==> config.mk <==
export PLATFORM = sky130hd
export DESIGN_NAME = z80_cb_ind_hl_rmw_seq
export DESIGN_NICKNAME = d
export VERILOG_FILES = /design/src/rtl/z80_cb_ind_hl_rmw_seq.sv
export SDC_FILE = /design/constraint.sdc
export NUM_CORES = 1
export LEC_CHECK = 0
export ABC_AREA = 1
export CAP_MARGIN = 25
export CORE_MARGIN = 2
export CORE_UTILIZATION = 40
export DETAILED_ROUTE_END_ITERATION = 16
export GPL_ROUTABILITY_DRIVEN = 0
export PLACE_DENSITY = 0.72
export SLEW_MARGIN = 25
export SYNTH_ARGS = -nofsm -noshare
export SYNTH_HDL_FRONTEND = slang
export SYNTH_SLANG_ARGS = --single-unit
==> constraint.sdc <==
create_clock -name clk -period 1.8 [get_ports clk]
set_clock_uncertainty 0.2 [all_clocks]
set_input_delay 0.36 -clock clk [delete_from_list [all_inputs] [get_ports clk]]
set_output_delay 0.36 -clock clk [all_outputs]
set_load 0.01 [all_outputs]
==> src/rtl/z80_cb_ind_hl_rmw_seq.sv <==
// Bus sequencer for BIT/RES/SET b,(HL): reads (HL), waits INT_CYCLES internal
// cycles while modifying the byte, writes it back for RES/SET, then reports
// the next IP (and Z for BIT) with a one-cycle done pulse.
module z80_cb_ind_hl_rmw_seq #(
    parameter int unsigned INT_CYCLES = 1
) (
    input  logic        clk,
    input  logic        reset_n,
    input  logic        start,
    input  logic [1:0]  op,
    input  logic [2:0]  b,
    input  logic [15:0] hl,
    input  logic [15:0] ip,
    output logic        busy,
    output logic        mem_req,
    output logic        mem_we,
    output logic [15:0] mem_addr,
    output logic [7:0]  mem_wdata,
    input  logic [7:0]  mem_rdata,
    input  logic        mem_ack,
    output logic        done,
    output logic [15:0] ip_out,
    output logic        z_valid,
    output logic        z_out,
    output logic        err
);

    typedef enum logic [2:0] {
        S_IDLE,
        S_RD,
        S_MOD,
        S_WR,
        S_DONE
    } state_t;

    typedef enum logic [1:0] {
        OP_BIT = 2'b00,
        OP_RES = 2'b01,
        OP_SET = 2'b10,
        OP_ILL = 2'b11
    } op_t;

    localparam logic [2:0] MOD_LAST = 3'(INT_CYCLES - 1);

    state_t      state_q, state_d;
    op_t         op_q;
    logic [2:0]  b_q;
    logic [15:0] hl_q;
    logic [15:0] ip_q;
    logic [7:0]  data_q;
    logic        z_q;
    logic [2:0]  cnt_q;
    logic        err_q;

    logic        accept;
    logic        mod_last;
    logic [7:0]  bit_mask;
    logic [7:0]  mod_byte;

    assign accept   = (state_q == S_IDLE) && start && (op != OP_ILL);
    assign mod_last = (cnt_q == MOD_LAST);
    assign bit_mask = 8'b1 << b_q;

    // Modified byte for the write-back; BIT leaves the data untouched
    always_comb begin
        mod_byte = data_q;
        case (op_q)
            OP_SET:  mod_byte = data_q | bit_mask;
            OP_RES:  mod_byte = data_q & ~bit_mask;
            default: mod_byte = data_q;
        endcase
    end

    // State register; reset drops any pending transfer immediately
    always_ff @(posedge clk or negedge reset_n) begin
        if (!reset_n) begin
            state_q <= S_IDLE;
        end else begin
            state_q <= state_d;
        end
    end

    // Next state and Moore outputs; everything idles at zero outside its state
    always_comb begin
        state_d   = state_q;
        busy      = 1'b0;
        mem_req   = 1'b0;
        mem_we    = 1'b0;
        mem_addr  = '0;
        mem_wdata = '0;
        done      = 1'b0;
        ip_out    = '0;
        z_valid   = 1'b0;
        z_out     = 1'b0;
        err       = err_q;
        case (state_q)
            S_IDLE: begin
                if (accept) state_d = S_RD;
            end
            S_RD: begin
                busy     = 1'b1;
                mem_req  = 1'b1;
                mem_addr = hl_q;
                if (mem_ack) state_d = S_MOD;
            end
            S_MOD: begin
                busy = 1'b1;
                if (mod_last) state_d = (op_q == OP_BIT) ? S_DONE : S_WR;
            end
            S_WR: begin
                busy      = 1'b1;
                mem_req   = 1'b1;
                mem_we    = 1'b1;
                mem_addr  = hl_q;
                mem_wdata = data_q;
                if (mem_ack) state_d = S_DONE;
            end
            S_DONE: begin
                busy    = 1'b1;
                done    = 1'b1;
                ip_out  = ip_q + 16'd2;
                z_valid = (op_q == OP_BIT);
                z_out   = (op_q == OP_BIT) && z_q;
                state_d = S_IDLE;
            end
            default: state_d = S_IDLE;
        endcase
    end

    // Operand latch, read capture, modify counter and error pulse
    always_ff @(posedge clk or negedge reset_n) begin
        if (!reset_n) begin
            op_q   <= OP_BIT;
            b_q    <= '0;
            hl_q   <= '0;
            ip_q   <= '0;
            data_q <= '0;
            z_q    <= 1'b0;
            cnt_q  <= '0;
            err_q  <= 1'b0;
        end else begin
            err_q <= (state_q == S_IDLE) && start && (op == OP_ILL);
            case (state_q)
                S_IDLE: begin
                    cnt_q <= '0;
                    if (accept) begin
                        op_q <= op_t'(op);
                        b_q  <= b;
                        hl_q <= hl;
                        ip_q <= ip;
                    end
                end
                S_RD: begin
                    cnt_q <= '0;
                    if (mem_ack) data_q <= mem_rdata;
                end
                S_MOD: begin
                    cnt_q <= cnt_q + 3'd1;
                    // data_q is the write source, so fold the result in once at the end
                    if (mod_last) begin
                        data_q <= mod_byte;
                        z_q    <= ~data_q[b_q];
                    end
                end
                default: cnt_q <= '0;
            endcase
        end
    end

endmodule

==> impl_metrics.yaml <==
global_route:
  gr-total-overflow: 0
  grt_pass1_wl_um: 14640
  grt_start_max_net_pins: 41
  grt_pass1_vias: 3323
  antenna_found_initial: 0
  grt_usage_pct: 21.32
sta:
  maxSlewViolCount: 0
  finalHoldViolCount: 0
  min_period_ns: 2.129
  tightest_slew_ns: 0.3716
  fmax_mhz: 469.8
  post-route-period-util_pct: 118.3
  rsz0062_at_grt: "true"
  setup_viol: 54
  relSlewSlack_pct: 74.96
  setup_ws_ns: -0.3286
  timing.hold.ws_ns: 0.2672
setup_path:
  slowest_stage: "dfrtp_2"
  critPathMaxFanout: 4
  critPathKind: "register to primary output"
  start_kind: "register"
  endpoint_kind: "primary output"
  required_ns: 1.24
  crit_path_cell_trace: "nand2_2 > nor2_4 > buf_4 > xor2_1 > nor2_1 > clkdlybuf4s15_2"
  worstPathArrival_ns: 1.57
  cpPeakStageDelay_ns: 0.45
power:
  p_per_area_mw_per_mm2: 1592
  leakage_nw: 2.491
  ir_worst_vdd_uv: 712.0
layout:
  final_area_mm2: 0.005219
  final_common_cell: "nand2_1"
  antenna_cells: 0
  fin_nets: 651
  mostFrequentLayoutCells: "105 x nand2_1, 52 x inv_1, 51 x dfrtp_1"
  multi_input_area_mm2: 0.001878
  drive_gt1_share_pct: 37.96
  utilization_pct: 68.60
  fill_cells: 606
  areaGrowthSynthToFinish_pct: 69.35
  seq_area_mm2: 0.001329
synthesis:
  ys_seq_area_share_pct: 43.04
  syn_area_per_cell_um2: 7.084
  syn-cell-area_mm2: 0.003082
  synth_seq_cells: 53
  synth_fp_nets: 489
  ys_types: 24
  syn_inst: 435
  yosys_warnings: 0
placed_design:
  place_ws_ns: -0.4357
  placed_cell_area_mm2: 0.004482
  hpwlAfterDp_um: 6186
  numPortBuffers: 95
floorplan:
  dieArea_mm2: 0.008423
  rows: 32
  initial_core_util_pct: 40.51
  top_level_ports: 96
  die_x_um: 91.78
  core_region_area_mm2: 0.007607
  die_y_um: 91.78
clock_network:
  cts-root-buf: "clkbuf_8"
  cts_num_sinks: 53
  clock_latency_ns: 0.31
  htree_levels: 2
  cts_tree: "built"
  numCtsBuffers: 5
  path_clk_slew_ns: 0.09
  cts.path.max_buffers: 2
detailed_routing:
  routed_via_density: 5.017
  drt-pass1-iter-count: 5
  wl_met1_um: 3975
  dr_wl_met3_um: 723
  wl_met2_um: 4606
  dr_total_vias: 3512
  wl_per_cell_um: 13.71
  wl_um: 9599
  drt_iter0_drc: 200
  highest_layer: "met4"
  drtAntennaViolNets: 0
  drc: 0
outcome:
  violations: "negative setup slack"
  status: "finished with violations"
hold_path:
  hold_path.class: "register to register"
job:
  drv_cap: 0
==> cell usage after synthesis, drive strengths merged <==
cell | n | area (um2)
a21oi | 8 | 40.04
buf | 13 | 96.34
clkinv | 1 | 3.750
dfrtp | 53 | 1326
ha | 5 | 62.56
inv | 62 | 232.7
nand2 | 120 | 460.4
nand3 | 37 | 190.2
nand4 | 4 | 25.02
nor2 | 70 | 309.0
nor3 | 4 | 20.02
nor3b | 1 | 7.510
o21ai | 54 | 281.5
xnor2 | 1 | 8.760
xor2 | 2 | 17.52
==> worst max-delay path: cells and delay by family, from the launching register on <==
| family | cells | cell delay, ns |
|---|---|---|
| DFF | 1 | 0.45 |
| buffers and inverters | 2 | 0.37 |
| and+or+nand+nor | 3 | 0.31 |
| xor gates and xnor gates | 1 | 0.13 |
==> area by class of cell <==
cell class	count	area share, %
repair inverters	1	0.1199
clock inverters	1	0.1439
flip-flops and latches	53	25.46
clock buffers	7	1.462
inverters	63	4.771
repair buffers	166	29.61
well taps	102	2.445
multi-input cells	307	35.99
==> through the flow <==
step                      total power (W)  instances  TNS (ns)
after floorplan                  0.004315        435         0
after global placement           0.006066        667    -11.57
after detailed placement         0.006158        667    -12.59
after CTS                        0.007289        693    -8.952
after global routing             0.008920        700    -13.78
final                            0.008307        700    -10.40
==> timing repair <==
| action | CTS | global route |
|---|---|---|
| cloned | 2 | 2 |
| pin swaps | 23 | 33 |
| buffers inserted | 15 | 10 |
| setup endpoints to repair | 53 | 55 |
| gates resized for setup | 264 | 93 |
| hold buffers | 1 | 0 |
| endpoints found under the hold margin | 13 | 0 |
==> metal layers <==
metal	track usage, %	vias to the layer above
met3	4.519	31
met2	34.62	165
met4	8.831	0
li1	-	1685
met5	0	-
met1	27.75	1631
==> where the power goes <==
| group | internal (W) | switching [W] |
|---|---|---|
| Sequential | 0.00174 | 0.000334 |
| Combinational | 0.00250 | 0.00307 |
| Clock | 0.000276 | 0.000375 |
| Total | 0.00452 | 0.00378 |
==> kinds of logic after synthesis <==
| family | share of synthesized area, % |
|---|---|
| AO/OA/AOI/OAI | 10.43 |
| AND/OR/NAND/NOR | 32.85 |
| XOR/XNOR | 0.8528 |
| buffers and inverters | 10.80 |
| adder cells (fa/ha/maj) | 2.030 |
| flip-flops | 43.04 |
==> path summary, 6_finish.rpt <==
kind | start | end | slack, ns | depth (start not counted)
worst max-delay path | ip_q[1]$_DFFE_PN0P_ | ip_out[4] | -0.33 | 6
worst min-delay path | cnt_q[0]$_DFF_PN0_ | cnt_q[0]$_DFF_PN0_ | 0.27 | 1
worst max register to register | state_q[2]$_DFFE_PN0P_ | register | -0.08 | 11
worst min register to register | cnt_q[0]$_DFF_PN0_ | cnt_q[0]$_DFF_PN0_ | 0.27 | 1
max in group asynchronous | reset_n | ip_q[1]$_DFFE_PN0P_ | 0.56 | 3
min in group asynchronous | reset_n | async pin | 0.29 | 2
Note: power is estimated with default switching activity, not from simulation.
